**src/rtl/program_loader_pkg.sv**
```systemverilog
// Shared types and defaults for the program loader (instruction-memory writer).
// PROGRAM_LOADER_CHECKSUM_EN adds the trailing XOR checksum byte and its CKSUM state.
package program_loader_pkg;

  localparam int PL_INSTR_LEN  = 32;
  localparam int PL_IADDR_LEN  = 10;
  localparam logic [7:0] PROG_HDR_BYTE = 8'hA5;

  typedef enum logic [2:0] {
    ST_IDLE,
    ST_ADDR_LO,
    ST_ADDR_HI,
    ST_CNT_LO,
    ST_CNT_HI,
    ST_DATA,
    ST_ERROR
`ifdef PROGRAM_LOADER_CHECKSUM_EN
    , ST_CKSUM
`endif
  } pl_state_e;

endpackage

```
**src/rtl/program_loader_instr_assembler.sv**
```systemverilog
// Byte-lane assembler: a lane counter steers each stream byte into its little-endian
// slot and flags the byte that completes an instruction word.
module instr_assembler #(
  parameter int INSTR_LEN   = 32,
  parameter int INSTR_BYTES = (INSTR_LEN + 7) / 8
) (
  input  logic                 clk,
  input  logic                 srst,
  input  logic                 clr_i,
  input  logic                 byte_valid_i,
  input  logic [7:0]           byte_i,
  output logic                 word_valid_o,
  output logic [INSTR_LEN-1:0] word_o
);

  localparam int SR_W = INSTR_BYTES * 8;
  localparam int CW   = (INSTR_BYTES > 1) ? $clog2(INSTR_BYTES) : 1;

  logic [SR_W-1:0] lanes_q;
  logic [SR_W-1:0] lanes_d;
  logic [CW-1:0]   cnt_q;
  logic            last_lane;

  // Incoming byte overlays its lane so the completed word is visible in the same cycle.
  genvar gi;
  generate
    for (gi = 0; gi < INSTR_BYTES; gi++) begin : g_lane
      assign lanes_d[gi*8 +: 8] = (cnt_q == CW'(gi)) ? byte_i : lanes_q[gi*8 +: 8];
    end
  endgenerate

  assign last_lane    = (cnt_q == CW'(INSTR_BYTES - 1));
  assign word_valid_o = byte_valid_i & last_lane;
  assign word_o       = lanes_d[INSTR_LEN-1:0];

  always_ff @(posedge clk) begin
    if (srst) begin
      lanes_q <= '0;
      cnt_q   <= '0;
    end else if (clr_i) begin
      cnt_q <= '0;
    end else if (byte_valid_i) begin
      lanes_q <= lanes_d;
      cnt_q   <= last_lane ? '0 : cnt_q + CW'(1);
    end
  end

endmodule

```
**src/rtl/program_loader.sv**
```systemverilog
// Program loader: parses the 0xA5-headed program image and writes instruction words.
// Optional trailing checksum enabled by PROGRAM_LOADER_CHECKSUM_EN.
module program_loader
  import program_loader_pkg::*;
#(
  parameter int INSTR_LEN   = PL_INSTR_LEN,
  parameter int IADDR_LEN   = PL_IADDR_LEN,
  parameter int INSTR_BYTES = (INSTR_LEN + 7) / 8
) (
  input  logic                 CLK,
  input  logic                 RST,
  input  logic [7:0]           din,
  input  logic                 din_valid,
  output logic                 din_ready,
  output logic                 mem_wr_en,
  output logic [IADDR_LEN-1:0] mem_wr_addr,
  output logic [INSTR_LEN-1:0] mem_wr_data,
  output logic                 prog_loading,
  output logic                 prog_done,
  output logic                 err
);

  pl_state_e            state_q;
  logic [15:0]          start_q;
  logic [7:0]           cnt_lo_q;
  logic [15:0]          remaining_q;
  logic [IADDR_LEN-1:0] waddr_q;
  logic                 mem_wr_en_q;
  logic [IADDR_LEN-1:0] mem_wr_addr_q;
  logic [INSTR_LEN-1:0] mem_wr_data_q;
  logic                 prog_loading_q;
  logic                 prog_done_q;
  logic                 err_q;
`ifdef PROGRAM_LOADER_CHECKSUM_EN
  logic [7:0]           xor_q;
`endif

  logic                 word_valid;
  logic [INSTR_LEN-1:0] word;
  logic [15:0]          addr_full;
  logic [15:0]          cnt_full;
  logic [16:0]          end_addr;
  logic                 addr_bad;
  logic                 range_bad;

  // No backpressure: ready everywhere except the reset cycle itself.
  assign din_ready = ~RST;

  assign addr_full = {din, start_q[7:0]};
  assign cnt_full  = {din, cnt_lo_q};
  assign end_addr  = {1'b0, start_q} + {1'b0, cnt_full};
  assign addr_bad  = (addr_full >> IADDR_LEN) != 16'd0;
  assign range_bad = end_addr > (17'd1 << IADDR_LEN);

  instr_assembler #(
    .INSTR_LEN   (INSTR_LEN),
    .INSTR_BYTES (INSTR_BYTES)
  ) u_asm (
    .clk          (CLK),
    .srst         (RST),
    .clr_i        (state_q != ST_DATA),
    .byte_valid_i (din_valid && (state_q == ST_DATA)),
    .byte_i       (din),
    .word_valid_o (word_valid),
    .word_o       (word)
  );

  always_ff @(posedge CLK) begin
    if (RST) begin
      state_q        <= ST_IDLE;
      start_q        <= '0;
      cnt_lo_q       <= '0;
      remaining_q    <= '0;
      waddr_q        <= '0;
      mem_wr_en_q    <= 1'b0;
      mem_wr_addr_q  <= '0;
      mem_wr_data_q  <= '0;
      prog_loading_q <= 1'b0;
      prog_done_q    <= 1'b0;
      err_q          <= 1'b0;
`ifdef PROGRAM_LOADER_CHECKSUM_EN
      xor_q          <= '0;
`endif
    end else begin
      mem_wr_en_q <= 1'b0;
      prog_done_q <= 1'b0;
`ifdef PROGRAM_LOADER_CHECKSUM_EN
      if (din_valid && state_q inside {ST_ADDR_LO, ST_ADDR_HI, ST_CNT_LO, ST_CNT_HI, ST_DATA})
        xor_q <= xor_q ^ din;
`endif
      if (din_valid) begin
        case (state_q)
          ST_IDLE: begin
            if (din == PROG_HDR_BYTE) begin
              state_q        <= ST_ADDR_LO;
              prog_loading_q <= 1'b1;
`ifdef PROGRAM_LOADER_CHECKSUM_EN
              xor_q          <= '0;
`endif
            end
          end
          ST_ADDR_LO: begin
            start_q[7:0] <= din;
            state_q      <= ST_ADDR_HI;
          end
          ST_ADDR_HI: begin
            start_q[15:8] <= din;
            if (addr_bad) begin
              state_q        <= ST_ERROR;
              err_q          <= 1'b1;
              prog_loading_q <= 1'b0;
            end else begin
              state_q <= ST_CNT_LO;
            end
          end
          ST_CNT_LO: begin
            cnt_lo_q <= din;
            state_q  <= ST_CNT_HI;
          end
          ST_CNT_HI: begin
            remaining_q <= cnt_full;
            waddr_q     <= start_q[IADDR_LEN-1:0];
            if (range_bad) begin
              state_q        <= ST_ERROR;
              err_q          <= 1'b1;
              prog_loading_q <= 1'b0;
            end else if (cnt_full == 16'd0) begin
`ifdef PROGRAM_LOADER_CHECKSUM_EN
              state_q        <= ST_CKSUM;
`else
              state_q        <= ST_IDLE;
              prog_done_q    <= 1'b1;
              prog_loading_q <= 1'b0;
`endif
            end else begin
              state_q <= ST_DATA;
            end
          end
          ST_DATA: begin
            if (word_valid) begin
              mem_wr_en_q   <= 1'b1;
              mem_wr_addr_q <= waddr_q;
              mem_wr_data_q <= word;
              waddr_q       <= waddr_q + IADDR_LEN'(1);
              remaining_q   <= remaining_q - 16'd1;
              if (remaining_q == 16'd1) begin
`ifdef PROGRAM_LOADER_CHECKSUM_EN
                state_q        <= ST_CKSUM;
`else
                state_q        <= ST_IDLE;
                prog_done_q    <= 1'b1;
                prog_loading_q <= 1'b0;
`endif
              end
            end
          end
`ifdef PROGRAM_LOADER_CHECKSUM_EN
          ST_CKSUM: begin
            prog_loading_q <= 1'b0;
            if (din == xor_q) begin
              state_q     <= ST_IDLE;
              prog_done_q <= 1'b1;
            end else begin
              state_q <= ST_ERROR;
              err_q   <= 1'b1;
            end
          end
`endif
          default: ;  // ERROR swallows bytes until reset
        endcase
      end
    end
  end

  assign mem_wr_en    = mem_wr_en_q;
  assign mem_wr_addr  = mem_wr_addr_q;
  assign mem_wr_data  = mem_wr_data_q;
  assign prog_loading = prog_loading_q;
  assign prog_done    = prog_done_q;
  assign err          = err_q;

endmodule

```
**config.mk**
```make
export PLATFORM = sky130hd
export DESIGN_NAME = program_loader
export DESIGN_NICKNAME = d
export VERILOG_FILES = /design/src/rtl/program_loader_pkg.sv /design/src/rtl/program_loader_instr_assembler.sv /design/src/rtl/program_loader.sv
export SDC_FILE = /design/constraint.sdc
export NUM_CORES = 1
export LEC_CHECK = 0
export ABC_CLOCK_PERIOD_IN_PS = 9180
export CELL_PAD_IN_SITES_DETAIL_PLACEMENT = 1
export CELL_PAD_IN_SITES_GLOBAL_PLACEMENT = 1
export CORE_ASPECT_RATIO = 2
export CORE_UTILIZATION = 40
export CTS_CLUSTER_DIAMETER = 150
export CTS_CLUSTER_SIZE = 40
export DETAILED_ROUTE_END_ITERATION = 8
export DONT_BUFFER_PORTS = 1
export PLACE_DENSITY_LB_ADDON = 0.1
export SETUP_SLACK_MARGIN = 0.15
export SYNTH_ARGS = -nofsm -noshare
export SYNTH_HDL_FRONTEND = slang
export SYNTH_SLANG_ARGS = --single-unit
```
**constraint.sdc**
```tcl
create_clock -name CLK -period 9.18 [get_ports CLK]
set_clock_uncertainty 0.05 [all_clocks]
set_input_delay 0.459 -clock CLK [delete_from_list [all_inputs] [get_ports CLK]]
set_output_delay 0.459 -clock CLK [all_outputs]
set_load 0.02 [all_outputs]
```
==> flow_summary.html <==
<table>
<tr><th>Metric</th><th>Value</th></tr>
<tr><th colspan="2">Outcome</th></tr>
<tr><td>Run status</td><td>complete, no violations</td></tr>
<tr><th colspan="2">Place</th></tr>
<tr><td>Cell area after placement</td><td>0.00626 mm²</td></tr>
<tr><td>Placer Congestion</td><td>0.865</td></tr>
<tr><td>DP Wirelength</td><td>13600 µm</td></tr>
<tr><td>Dpl ws</td><td>5690 ps</td></tr>
<tr><td>Placed insts</td><td>894</td></tr>
<tr><td>Number of buffers added on ports</td><td>0</td></tr>
<tr><th colspan="2">Worst setup path</th></tr>
<tr><td>Slowest cell on the critical path</td><td>fa_1</td></tr>
<tr><td>Startpoint Class</td><td>flip-flop</td></tr>
<tr><td>Worst setup startpoint</td><td>cnt_lo_q[0]</td></tr>
<tr><td>Count of cell instances traversed by the critical path</td><td>11</td></tr>
<tr><td>CP Max Fanout</td><td>4</td></tr>
<tr><td>Cell repeated most along the worst path</td><td>or3_1</td></tr>
<tr><td>Worst R2R Setup Slack</td><td>5660 ps</td></tr>
<tr><td>CP endpoint kind</td><td>flip-flop</td></tr>
<tr><td>Worst reg2reg path depth</td><td>11</td></tr>
<tr><td>Category of the critical setup timing path</td><td>reg -&gt; reg</td></tr>
<tr><td>CP Cell Sequence</td><td>ha_1 &gt; fa_1 &gt; xor2_1 &gt; or3_1 &gt; nor4_2 &gt; o2111ai_1 &gt; or3_1 &gt; o41ai_2 &gt; nand4_1 &gt; or3_1 &gt; a21oi_1</td></tr>
<tr><td>WP data arrival</td><td>3810 ps</td></tr>
<tr><td>Destination of the worst register-to-register timing path</td><td>prog_done</td></tr>
<tr><td>Count of buffering cells on the critical path with inverters included</td><td>0</td></tr>
<tr><td>Launching point of the worst reg2reg path</td><td>cnt_lo_q[0]</td></tr>
<tr><td>Crit path capture</td><td>prog_done</td></tr>
<tr><td>Family with the most delay on the worst path</td><td>simple AND/OR/NAND/NOR gates</td></tr>
<tr><td>Longest individual stage delay on the worst path</td><td>410 ps</td></tr>
<tr><td>Required time at the worst-slack endpoint</td><td>9460 ps</td></tr>
<tr><th colspan="2">Final layout</th></tr>
<tr><td>Finished Core Util</td><td>45.2%</td></tr>
<tr><td>Count of placed standard cells in the final layout, fillers left out</td><td>926</td></tr>
<tr><td>Diodes inserted</td><td>0</td></tr>
<tr><td>Post-synthesis to final-layout area growth</td><td>10.7%</td></tr>
<tr><td>Fraction of final layout cells sized beyond drive strength 1</td><td>7.14%</td></tr>
<tr><td>Final Cell Area</td><td>0.00691 mm²</td></tr>
<tr><td>Nets</td><td>750</td></tr>
<tr><th colspan="2">Synthesis</th></tr>
<tr><td>Cell area after synthesis</td><td>0.00624 mm²</td></tr>
<tr><td>Number of flops mapped to enable cells by yosys</td><td>0</td></tr>
<tr><td>Dominant cell type by area after synthesis</td><td>dfxtp_1</td></tr>
<tr><td>Synth area leaders</td><td>dfxtp_1 (40%), mux2i_1 (8.7%), nand2_1 (7.1%)</td></tr>
<tr><td>Synth top area share</td><td>40.1%</td></tr>
<tr><td>Synth Register Bits</td><td>125</td></tr>
<tr><td>Flip-flop cell with the highest count after synthesis</td><td>dfxtp_1</td></tr>
<tr><td>Cells after synthesis</td><td>748</td></tr>
<tr><td>Seq/Total Area, Yosys</td><td>40.1%</td></tr>
<tr><td>Synthesized net count</td><td>783</td></tr>
<tr><td>Number of different library cells in the post-synthesis netlist</td><td>64</td></tr>
<tr><td>Synth warn</td><td>0</td></tr>
<tr><td>Post-synthesis average cell area</td><td>8.35 µm²</td></tr>
<tr><td>Fraction of registers with async set/reset</td><td>0%</td></tr>
<tr><th colspan="2">Clock tree</th></tr>
<tr><td>Quantity of hold-fixing buffers added after cts</td><td>0</td></tr>
<tr><td>Clock transition at the register clock pins on the worst setup and hold paths after CTS</td><td>60 ps</td></tr>
<tr><td>Deepest level of the CTS H-tree</td><td>4</td></tr>
<tr><td>CTS Root Cell</td><td>clkbuf_16</td></tr>
<tr><td>Count of instances resized after the clock tree is built</td><td>0</td></tr>
<tr><td>CTS tree</td><td>built</td></tr>
<tr><td>Setup bufs post-CTS</td><td>0</td></tr>
<tr><td>Clk buf depth</td><td>2</td></tr>
<tr><td>Skew-Pair Late Insertion Delay</td><td>410 ps</td></tr>
<tr><td>Number of sinks driven by the clock tree</td><td>125</td></tr>
<tr><td>Clock buffer count from CTS</td><td>17</td></tr>
<tr><th colspan="2">Run</th></tr>
<tr><td>Total of max-cap violations</td><td>0</td></tr>
<tr><th colspan="2">Pwr</th></tr>
<tr><td>PnR Total Power</td><td>1.53 mW</td></tr>
<tr><td>Static Leak</td><td>2.64 nW</td></tr>
<tr><td>Maximum vdd drop</td><td>0.000143 V</td></tr>
<tr><td>Cell Pwr Density</td><td>221 mW/mm²</td></tr>
<tr><th colspan="2">Floorplanning</th></tr>
<tr><td>Top-Level Pins</td><td>58</td></tr>
<tr><td>Cell Rows</td><td>64</td></tr>
<tr><td>Die area</td><td>0.0161 mm²</td></tr>
<tr><td>Core Footprint</td><td>0.0153 mm²</td></tr>
<tr><td>Die X</td><td>90.4 µm</td></tr>
<tr><td>Initial core utilization</td><td>40.8%</td></tr>
<tr><td>Overall die height</td><td>179 µm</td></tr>
<tr><th colspan="2">GRT</th></tr>
<tr><td>Antenna violations before repair</td><td>0</td></tr>
<tr><td>Gr ovfl total</td><td>0</td></tr>
<tr><td>Global-route wire length before repair</td><td>31100 µm</td></tr>
<tr><td>Largest net degree at the start of global routing</td><td>83</td></tr>
<tr><td>Total global routing track utilization</td><td>24.9%</td></tr>
<tr><td>Via count of the first global-routing pass</td><td>5855</td></tr>
<tr><th colspan="2">Detailed routing</th></tr>
<tr><td>Post-DRT Antenna Nets</td><td>0</td></tr>
<tr><td>Residual DRC</td><td>0</td></tr>
<tr><td>Post-DR vias/cell</td><td>5.92</td></tr>
<tr><td>Number of search-and-repair iterations in the first detailed-routing pass</td><td>4</td></tr>
<tr><td>Via count</td><td>5484</td></tr>
<tr><td>Routed wirelength normalized by instance count</td><td>21.0 µm</td></tr>
<tr><td>Total Routed Length</td><td>19500 µm</td></tr>
<tr><td>DRC violation total after the first TritonRoute iteration</td><td>255</td></tr>
<tr><th colspan="2">Hold path</th></tr>
<tr><td>Hold_sp</td><td>RST</td></tr>
<tr><td>Worst hold path depth</td><td>1</td></tr>
<tr><td>Type of the worst min-delay path</td><td>in -&gt; reg</td></tr>
<tr><th colspan="2">Timing</th></tr>
<tr><td>Setup TNS Final</td><td>0 ps</td></tr>
<tr><td>Worst-margin pin slew</td><td>1070 ps</td></tr>
<tr><td>Peak Freq</td><td>284 MHz</td></tr>
<tr><td>Setup repair after global routing missed its margin</td><td>no</td></tr>
<tr><td>Final Max Slew Viols</td><td>0</td></tr>
<tr><td>Headroom to the max-slew limit</td><td>28.3%</td></tr>
<tr><td>Final Hold Fails</td><td>0</td></tr>
<tr><td>Final setup violation count</td><td>0</td></tr>
<tr><td>Part of the cycle the worst path needs</td><td>38.4%</td></tr>
<tr><td>WHS</td><td>68.0 ps</td></tr>
<tr><td>Tmin final</td><td>3520 ps</td></tr>
<tr><td>Worst Setup Slack, final</td><td>5660 ps</td></tr>
</table>
-- layout by cell type (no fill, tap or decap), types with 6 or more instances in the layout --
| cell | netlist | layout |
|---|---|---|
| mux2i_1 | 54 | 54 |
| and3_1 | 6 | 6 |
| a21oi_1 | 71 | 70 |
| dfxtp_1 | 125 | 125 |
| nor3_1 | 16 | 16 |
| nand2_1 | 118 | 118 |
| nor2_1 | 61 | 61 |
| nand3_1 | 21 | 21 |
| nor4_1 | 8 | 8 |
| clkbuf_16 | 0 | 17 |
| o21ai_0 | 56 | 56 |
| or3_1 | 8 | 8 |
| a22o_1 | 20 | 20 |
| inv_1 | 13 | 13 |
| o211ai_1 | 6 | 6 |
| a211oi_1 | 11 | 11 |
| ha_1 | 23 | 23 |
-- layer usage --
metal | vias to the layer above | track usage, % | part of all wire (%)
li1 | 2605 | - | -
met4 | 0 | 11.0 | 2.7
met1 | 2737 | 24.8 | 38
met5 | - | 0 | 0
met3 | 35 | 4.88 | 3.3
met2 | 107 | 49.1 | 56
-- cells in the mapped netlist, drive strengths merged (4+ instances only) --
cell type / n
o21ai: 56
mux2i: 54
nand4: 5
inv: 13
nor2: 61
clkbuf: 48
buf: 7
or3: 8
xnor2: 5
nand2: 118
a211oi: 12
a22o: 22
dfxtp: 125
nor3: 16
ha: 23
o32ai: 4
a21oi: 71
o211ai: 6
a21o: 5
nand3: 21
nor4: 9
and3: 7
a31oi: 4
a22oi: 4
-- kinds of logic after synthesis --
logic type	Yosys count	share of synthesized area (%)
xor+xnor	6	0.842
fa+ha+maj	24	4.93
mux	55	8.84
compound gates	208	21.4
simple gates	261	18.8
flops	125	40.1
buf+inv	69	5.11
-- registers in the layout, summed over array words and instances (netlist names) --
| register | flops |
|---|---|
| state_q | 3 |
| cnt_lo_q | 8 |
| mem_wr_data | 32 |
| u_asm.cnt_q | 2 |
| prog_done | 1 |
| prog_loading | 1 |
| waddr_q | 10 |
| mem_wr_addr | 10 |
| start_q | 16 |
| u_asm.lanes_q | 24 |
| remaining_q | 16 |
| err | 1 |
| mem_wr_en | 1 |
-- how the worst min path moves through the flow --
stage	to
floorplan	remaining_q[12]
global placement	start_q[12]
detailed placement	start_q[12]
CTS	prog_loading
global route	prog_loading
finish	u_asm.lanes_q[14]
-- worst reg2reg max path: cells and delay by family (launching register included) --
kind / cells / cell delay (ps)
AO/OA/AOI/OAI: 3 / 700
flip-flops: 1 / 340
adder cells (fa/ha/maj): 2 / 630
XOR/XNOR: 1 / 150
AND/OR/NAND/NOR: 5 / 1560
-- power by group --
part	internal, mW	total, mW	switching, mW
combinational	0.0684	0.184	0.115
sequential	0.565	0.602	0.0373
clock	0.497	0.744	0.247
total	1.13	1.53	0.399
-- layout make-up --
type	instances	area, µm²
clock buffers	22	464
clock inverters	10	186
fillers	1820	8380
inverters	14	52.6
multi-input cells	554	3430
flip-flops and latches	125	2500
well taps	198	248
repair buffers	3	22.5
No activity file was read; power rests on OpenSTA's default activity.
